--- src/rtl/hamming_pkg.sv ---
// hamming_pkg: shared SECDED(22,16) widths, codeword type and data-position helpers
package hamming_pkg;
    localparam int DATA_W = 16;
    localparam int HAM_P = 5;
    localparam int CODE_W = 22;
    typedef logic [CODE_W-1:0] codeword_t;
    typedef logic [DATA_W-1:0] data_t;
    typedef logic [HAM_P-1:0] syn_t;
    // Data bits occupy every non-power-of-two position from 3 upward, in order.
    function automatic syn_t pos_of_data(input int k);
        syn_t r;
        int n;
        r = '0;
        n = 0;
        for (int i = 3; i < CODE_W; i++) begin
            if ((i & (i - 1)) != 0) begin
                if (n == k) r = syn_t'(i);
                n++;
            end
        end
        return r;
    endfunction
    function automatic data_t extract_data(input codeword_t c);
        data_t d;
        for (int k = 0; k < DATA_W; k++) d[k] = c[pos_of_data(k)];
        return d;
    endfunction
endpackage

--- src/rtl/hamming_secded_decoder_if.sv ---
// hamming_secded_decoder_if: codeword input and decoded-result output handshakes
interface hamming_secded_decoder_if;
    import hamming_pkg::*;
    logic      in_valid;
    logic      in_ready;
    codeword_t code_in;
    logic      out_valid;
    logic      out_ready;
    data_t     data_out;
    logic      sec_flag;
    logic      ded_flag;
    syn_t      err_pos;
    modport master (
        output in_valid, code_in, out_ready,
        input  in_ready, out_valid, data_out, sec_flag, ded_flag, err_pos
    );
    modport slave (
        input  in_valid, code_in, out_ready,
        output in_ready, out_valid, data_out, sec_flag, ded_flag, err_pos
    );
endinterface

--- src/rtl/hamming_syndrome.sv ---
// hamming_syndrome: combinational syndrome (XOR of set-bit indices) and overall parity
module hamming_syndrome
    import hamming_pkg::*;
(
    input  codeword_t code_i,
    output syn_t      syn_o,
    output logic      par_o
);
    always_comb begin
        syn_o = '0;
        for (int i = 1; i < CODE_W; i++) if (code_i[i]) syn_o ^= syn_t'(i);
    end
    assign par_o = ^code_i;
endmodule

--- src/rtl/hamming_secded_decoder.sv ---
// hamming_secded_decoder: 2-stage SECDED decoder with saturating SEC/DED counters and sticky alarm
module hamming_secded_decoder
    import hamming_pkg::*;
#(
    parameter int CNT_W = 8
) (
    input  logic                     clk,
    input  logic                     reset,
    input  logic                     clear_counts,
    hamming_secded_decoder_if.slave  bus,
    output logic [CNT_W-1:0]         sec_count,
    output logic [CNT_W-1:0]         ded_count,
    output logic                     ded_alarm
);
    logic             s1_valid_q, s1_par_q, out_valid_q, sec_q, ded_q, alarm_q, alarm_d;
    codeword_t        s1_code_q, fixed;
    syn_t             s1_syn_q, pos_q, syn;
    data_t            data_q;
    logic [CNT_W-1:0] sec_cnt_q, sec_cnt_d, ded_cnt_q, ded_cnt_d;
    logic             par, adv1, adv2, xfer, fix, sec_d, ded_d;

    hamming_syndrome u_syn (.code_i(bus.code_in), .syn_o(syn), .par_o(par));

    assign adv2          = ~out_valid_q | bus.out_ready;
    assign adv1          = ~s1_valid_q | adv2;
    assign xfer          = out_valid_q & bus.out_ready;
    assign bus.in_ready  = adv1 & reset;
    assign bus.out_valid = out_valid_q;
    assign bus.data_out  = data_q;
    assign bus.sec_flag  = sec_q;
    assign bus.ded_flag  = ded_q;
    assign bus.err_pos   = pos_q;
    assign sec_count     = sec_cnt_q;
    assign ded_count     = ded_cnt_q;
    assign ded_alarm     = alarm_q;

    // Syndromes 22..31 with odd parity point outside the codeword, so they are uncorrectable.
    always_comb begin
        sec_d     = s1_par_q && s1_syn_q < syn_t'(CODE_W);
        ded_d     = s1_syn_q != '0 && !sec_d;
        fix       = sec_d && s1_syn_q != '0;
        fixed     = s1_code_q ^ (fix ? (codeword_t'(1) << s1_syn_q) : '0);
        sec_cnt_d = clear_counts ? '0 : sec_cnt_q + CNT_W'(xfer && sec_q && !(&sec_cnt_q));
        ded_cnt_d = clear_counts ? '0 : ded_cnt_q + CNT_W'(xfer && ded_q && !(&ded_cnt_q));
        alarm_d   = clear_counts ? 1'b0 : alarm_q | (xfer & ded_q);
    end

    always_ff @(posedge clk) begin
        if (!reset) begin
            s1_valid_q  <= 1'b0;
            s1_code_q   <= '0;
            s1_syn_q    <= '0;
            s1_par_q    <= 1'b0;
            out_valid_q <= 1'b0;
            data_q      <= '0;
            sec_q       <= 1'b0;
            ded_q       <= 1'b0;
            pos_q       <= '0;
            sec_cnt_q   <= '0;
            ded_cnt_q   <= '0;
            alarm_q     <= 1'b0;
        end else begin
            if (adv1) begin
                s1_valid_q <= bus.in_valid;
                s1_code_q  <= bus.code_in;
                s1_syn_q   <= syn;
                s1_par_q   <= par;
            end
            if (adv2) begin
                out_valid_q <= s1_valid_q;
                data_q      <= extract_data(fixed);
                sec_q       <= s1_valid_q & sec_d;
                ded_q       <= s1_valid_q & ded_d;
                pos_q       <= s1_syn_q;
            end
            sec_cnt_q <= sec_cnt_d;
            ded_cnt_q <= ded_cnt_d;
            alarm_q   <= alarm_d;
        end
    end
endmodule

--- src/flat_wrapper.sv ---
// flat-port wrapper written by rule: the top's interface ports become plain ports
module hamming_secded_decoder_flat import hamming_pkg::*;
#(
    parameter int CNT_W = 8
)
  (clk, reset, clear_counts, sec_count, ded_count, ded_alarm, bus_in_valid, bus_code_in, bus_out_ready, bus_in_ready, bus_out_valid, bus_data_out, bus_sec_flag, bus_ded_flag, bus_err_pos);
  hamming_secded_decoder_if bus_i ();
  input  logic clk;
  input  logic reset;
  input  logic clear_counts;
  output logic [CNT_W-1:0] sec_count;
  output logic [CNT_W-1:0] ded_count;
  output logic ded_alarm;
  input wire logic [$bits(bus_i.in_valid)-1:0] bus_in_valid;
  input wire logic [$bits(bus_i.code_in)-1:0] bus_code_in;
  input wire logic [$bits(bus_i.out_ready)-1:0] bus_out_ready;
  output wire logic [$bits(bus_i.in_ready)-1:0] bus_in_ready;
  output wire logic [$bits(bus_i.out_valid)-1:0] bus_out_valid;
  output wire logic [$bits(bus_i.data_out)-1:0] bus_data_out;
  output wire logic [$bits(bus_i.sec_flag)-1:0] bus_sec_flag;
  output wire logic [$bits(bus_i.ded_flag)-1:0] bus_ded_flag;
  output wire logic [$bits(bus_i.err_pos)-1:0] bus_err_pos;
  assign bus_i.in_valid = bus_in_valid;
  assign bus_i.code_in = bus_code_in;
  assign bus_i.out_ready = bus_out_ready;
  assign bus_in_ready = bus_i.in_ready;
  assign bus_out_valid = bus_i.out_valid;
  assign bus_data_out = bus_i.data_out;
  assign bus_sec_flag = bus_i.sec_flag;
  assign bus_ded_flag = bus_i.ded_flag;
  assign bus_err_pos = bus_i.err_pos;
  hamming_secded_decoder #(.CNT_W(CNT_W)) u_core (.clk(clk), .reset(reset), .clear_counts(clear_counts), .bus(bus_i), .sec_count(sec_count), .ded_count(ded_count), .ded_alarm(ded_alarm));
endmodule
--- config.mk ---
export PLATFORM = sky130hd
export DESIGN_NAME = hamming_secded_decoder_flat
export DESIGN_NICKNAME = d
export VERILOG_FILES = /design/src/rtl/hamming_pkg.sv /design/src/rtl/hamming_secded_decoder_if.sv /design/src/rtl/hamming_syndrome.sv /design/src/rtl/hamming_secded_decoder.sv /design/src/flat_wrapper.sv
export SDC_FILE = /design/constraint.sdc
export NUM_CORES = 1
export LEC_CHECK = 0
export ABC_AREA = 1
export ABC_CLOCK_PERIOD_IN_PS = 1700
export BUFFER_PORTS_ARGS = -buffer_cell sky130_fd_sc_hd__buf_2
export CAP_MARGIN = 20
export CORE_MARGIN = 8
export CORE_UTILIZATION = 45
export DETAILED_ROUTE_END_ITERATION = 16
export PLACE_DENSITY = 0.74
export SYNTH_ARGS = -nofsm -noshare
export SYNTH_HDL_FRONTEND = slang
export SYNTH_SLANG_ARGS = --single-unit
--- constraint.sdc ---
create_clock -name clk -period 1.7 [get_ports clk]
set_input_delay 0.17 -clock clk [delete_from_list [all_inputs] [get_ports clk]]
set_output_delay 0.17 -clock clk [all_outputs]
set_load 0.01 [all_outputs]
# --- Word-level counts from Yosys, hierarchy flattened ---
# Cells that the tools add are included.
word_totals:
  register_bits: 70
  out_inout_bits: 42
  elab_cells: 689
op_classes:
  n_addsub: 16
  order_cmp: 17
  eq_ne: 225
  shifts: 1
  mux: 356
  bitwise: 32
  reduce_logical: 30
ops:
  columns: ["cell", "count"]
  rows:
  - ["== test 32 x 5 -> 1 bit (second input constant)", 120]
  - ["== test 32 x 4 -> 1 bit (second input constant)", 60]
  - ["== test 32 x 3 -> 1 bit (second input constant)", 30]
  - ["2-to-1 mux 32 bit", 30]
  - ["2-to-1 mux 5 bit", 118]
  - ["== test 32 x 2 -> 1 bit (second input constant)", 15]
  - ["logical NOT 32 bit", 15]
  - ["2-to-1 mux 4 bit", 120]
  - ["adder 32 x 2 -> 32 bit (second input constant)", 14]
  - ["2-to-1 mux 3 bit", 52]
  - ["< comparator 5 x 6 -> 1 bit (second input constant)", 16]
  - ["binary-select mux 1 bit (select 5 bit)", 16]
  - ["2-to-1 mux 22 bit", 1]
  - ["XOR reduction 22 bit", 1]
  - ["left shift 1 x 5 -> 22 bit (first input constant)", 1]
  - ["XOR 22 bit", 1]
  - ["inverter 2 bit", 9]
  - ["inverter 3 bit", 6]
  - ["2-to-1 mux 1 bit", 17]
  - ["adder 8 x 1 -> 8 bit", 2]
  - ["AND reduction 8 bit", 2]
  - ["logical AND 1 bit", 7]
  - ["AND 1 bit", 5]
  - ["< comparator 5 bit (second input constant)", 1]
  - ["8 further kinds", 18]

# --- Longest topological paths before layout ---
depth:
  ltp_word: 52
  ltp_mapped: 12
  mapped_depth_nobuf: 12

# --- Modules after synthesis ---
# Synthesis repeated with hierarchy kept, for this count alone.
hier_totals:
  cells_unflattened: 574
  hier_area_um2: 3673.5
modules_own_cells:
  columns: ["module", "n_inst", "cells_per_inst", "area_each_um2", "seq_area_each_um2"]
  rows:
  - ["hamming_secded_decoder", 1, 434, 3000.4, 1281.2]
  - ["hamming_syndrome", 1, 140, 673.1, 0.0]

# --- Least setup slack after synthesis ---
# Ideal clock, no wire load.
synth_path:
  kind: "register -> register"
  startpoint: "reg u_core.sec_cnt_q[6] (netlist: u_core.sec_count[6])"
  endpoint: "reg u_core.sec_cnt_q[4] (netlist: u_core.sec_count[4])"
  setup_time_ps: 70
  arrival_ps: 1445
  required_ps: 1630
  path_slack_ps: 185
  path_stages_with_launch: 11
  period_less_slack_ps: 1515
  path_cell_list: "dfxtp_1 -> inv_1 -> nor3_1 -> a21oi_1 -> ha_1 -> ha_1 -> nand2_1 -> inv_1 -> nand2_1 -> o21ai_0 -> a21oi_1"
synth_via:
  elab_chain_len: 4
synth_lines:
  columns: ["element", "line", "rtl"]
  rows:
  - ["start: declaration", "hamming_secded_decoder.sv:19", "logic [CNT_W-1:0] sec_cnt_q, sec_cnt_d, ded_cnt_q, ded_cnt_d;"]
  - ["start signal: assignment", "hamming_secded_decoder.sv:76", "sec_cnt_q <= sec_cnt_d;"]
  - ["AND reduction 8 bit", "hamming_secded_decoder.sv:43", "sec_cnt_d = clear_counts ? '0 : sec_cnt_q + CNT_W'(xfer && sec_q && !(&sec_cnt_q));"]
  - ["logical NOT 1 bit", "hamming_secded_decoder.sv:43", null]
  - ["logical AND 1 bit", "hamming_secded_decoder.sv:43", null]
  - ["adder 8 x 1 -> 8 bit", "hamming_secded_decoder.sv:43", null]
# Every way passes these cells.
# A chain may end at the register's enable or synchronous reset.

# --- Worst setup path after layout ---
layout_path:
  startpoint: "reg u_core.sec_cnt_q[6] (netlist: u_core.sec_count[6])"
  endpoint: "reg u_core.sec_cnt_q[6] (netlist: u_core.sec_count[6])"
layout_via:
  elab_chain_len: 4
layout_lines:
  columns: ["element", "line"]
  rows:
  - ["AND reduction 8 bit", "hamming_secded_decoder.sv:43"]
  - ["logical NOT 1 bit", "hamming_secded_decoder.sv:43"]
  - ["logical AND 1 bit", "hamming_secded_decoder.sv:43"]
  - ["adder 8 x 1 -> 8 bit (*)", "hamming_secded_decoder.sv:43"]
# Every way passes the cells marked *; elsewhere a longest branch is shown, timed or not.

==> metrics.txt <==
Overflow after GRT 0; Power Density 904 nW/µm²; routed length per placed instance 12.7 µm; max_slew headroom 70.5%; Post-Layout Cell Count 662; CP Depth 10; area grow syn2layout 23.9%; Worst Path Arrival ~1.9 ns; DRC 0; vias per cell slightly below 5; R2R cell count 10; Fin Hold WS 0.0585 ns; CTS Sinks 64; Seq cells post-synth 64; number of global-route vias before repair a little over 3k; Horiz. Die Dim 102 µm; largest net degree at the start of global routing 41; DR iter-0 viols 154; Nets 589; Max IR drop VDD about 0.35 mV; Final setup viols 0; Core ar. 7180 µm²; CP endpoint kind register; cell with the most instances after synthesis nand2_1; CTS clock-pin slew for the worst setup and hold paths about 0.070 ns; Worst-Skew Late Latency 0.34 ns; area leader, netlist dfxtp_1; hpwl dp 6240 µm; Port Buffers 68; Via Count 3237; peak fanout along the critical path 4; Worst Path Required 1.91 ns; crit start category register; Post-Syn Area about 3300 µm²; Setup Skew between 0.009 and 0.01 ns; Die Y between 100 and 150 µm; Max Root-Sink Buffers 2; gr usage total 16.4%; drt pass-1 iters 4; Crit path top cell by count inv_2; met1 wire length 3720 µm; share of cells above drive strength 1 between 20% and 30%; ys async rst share 0%; EDFF count, synth 0; period utilization between 90% and 100%; Starting Density 46.2%; clk root buf clkbuf_8; final WL about 8400 µm; FP Rows 31; CTS H-Tree Depth 3; TritonCTS buffer count 9; post-route ant nets 0; Crit Path Class reg -> reg; metal3 WL 549 µm; worst r2r src u_core.sec_count[6]; Ports 69; Crit path buffers/inverters 2; Yosys cell types 29; final hold violation count 0; first-pass GRT wire length 13600 µm; slowest CP cell dfxtp_2; Post-Syn Instances between 400 and 500; Placer Congestion 0.899; Post-synth top cells nand2_1, inv_1, dfxtp_1; max-slew violation count 0; Worst setup endpoint u_core.sec_count[6]; antenna cell count 0; status complete, no violations; Max-Cap Viols 0; # hold bufs at CTS 0; cell family with most CP delay simple AND/OR/NAND/NOR gates; Max Clock Freq 604 MHz; fin crit period 1.66 ns; Synth Warn # 0; register area share after synthesis 38.7%; Die Area 10400 µm²; initial antenna violation count 0; LEAKAGE 2.13 nW; placed cells 640; slowest stage delay, CP 0.34 ns; Synth Flop Type dfxtp_1; CTS tree built; worst-margin pin slew ~0.44 ns; Met2 Routed Length 3970 µm; crit path from u_core.sec_count[6]; RSZ-0062 raised after global routing true; top sig layer met4; TNS Setup 0 ns; Area contributors post-synth dfxtp_1, nand2_1, inv_1; top-area cell type share of the netlist area 38.7%; Syn Nets 513; worst min-delay path class in -> reg; RR Endpoint u_core.sec_count[6]; reg2reg setup slack 0.04 ns; syn avg cell area slightly below 7 µm²; CP Cell Sequence inv_2 -> nor3_2 -> a21oi_1 -> ha_2 -> ha_4 -> nand2_1 -> inv_2 -> nand2_2 -> nor4_4 -> nor3_1
-- worst reg2reg max path, cell delays in order (launching register included) --
cell and delay (ns):
dfxtp_2 0.34, inv_2 0.09, nor3_2 0.05, a21oi_1 0.17, ha_2 0.23, ha_4 0.14
nand2_1 0.07, inv_2 0.07, nand2_2 0.07, nor4_4 0.22, nor3_1 0.08
-- placed cells by master, fill, tap and decap left out, drive strengths merged, types with 9 or more instances in the layout --
master    n
a21oi    33
clkbuf   10
nor3      9
dfxtp    64
o21bai    9
o21ai    44
nand3    27
nor2     48
inv      73
buf      77
nand2   107
xnor2    11
xor2     21
-- state kept, by name (all words and copies together) (netlist names) --
name and cells:
u_core.s1_syn_q 5, u_core.bus.data_out 16, u_core.bus.out_valid 1, u_core.s1_valid_q 1, u_core.bus.ded_flag 1, u_core.bus.err_pos 5, u_core.ded_count 8, u_core.ded_alarm 1
u_core.bus.sec_flag 1, u_core.s1_code_q 16, u_core.sec_count 8, u_core.s1_par_q 1
-- worst min-delay path by stage --
stage                            start                end  cells past startpoint
after floorplan           bus_in_valid  u_core.s1_valid_q                      1
after global placement    bus_in_valid  u_core.s1_valid_q                      2
after detailed placement  bus_in_valid  u_core.s1_valid_q                      2
after CTS                 bus_in_valid  u_core.s1_valid_q                      2
after global routing      bus_in_valid  u_core.s1_valid_q                      2
final                     bus_in_valid  u_core.s1_valid_q                      2
-- repair_timing --
item / 4_1_cts / 5_1_grt
pin swaps: 0 / 5
buffers inserted: 0 / 5
setup endpoints to repair: 1 / 7
gates resized for setup: 3 / 26
cloned: 0 / 1
-- metal layers --
layer,track usage [%],up-vias
met5,0,-
met4,7.45,0
met3,4.47,15
met2,27.1,84
met1,19.4,1461
li1,-,1677
-- metrics by stage --
step / worst slack (ns) / cell area (µm²) / total power [mW] / utilization, %
after floorplan: 0.185 / 3310 / 2.11 / -
after global placement: 0.181 / 3750 / 2.28 / 52.3
after detailed placement: 0.0364 / 3750 / 2.30 / 52.3
after CTS: 0.0172 / 3990 / 3.75 / 55.5
after global routing: -0.0307 / 4110 / 3.93 / 57.2
final: 0.0440 / 4110 / 3.71 / 57.2
-- final cells by class --
cell class	count	area, µm²
repair buffers	77	408
inverters	74	298
clock inverters	6	82.6
clock buffers	10	138
repair inverters	1	8.76
flip-flops and latches	64	1290
fillers	682	3070
multi-input cells	331	1760
well taps	99	124
-- logic make-up after synthesis --
family | Yosys count | share of synthesized area [%]
simple gates | 201 | 25.9
compound gates | 94 | 15.4
buf+inv | 87 | 10.0
flops | 64 | 38.7
xor+xnor | 32 | 8.46
fa+ha+maj | 4 | 1.51
-- power by group --
| part | switching (mW) | total, mW | internal, mW | leakage [nW] |
|---|---|---|---|---|
| clock | 0.572 | 1.43 | 0.857 | 0.112 |
| combinational | 0.395 | 0.630 | 0.235 | 1.49 |
| sequential | 0.0643 | 1.65 | 1.59 | 0.528 |
(Power assumes the default switching activity.)
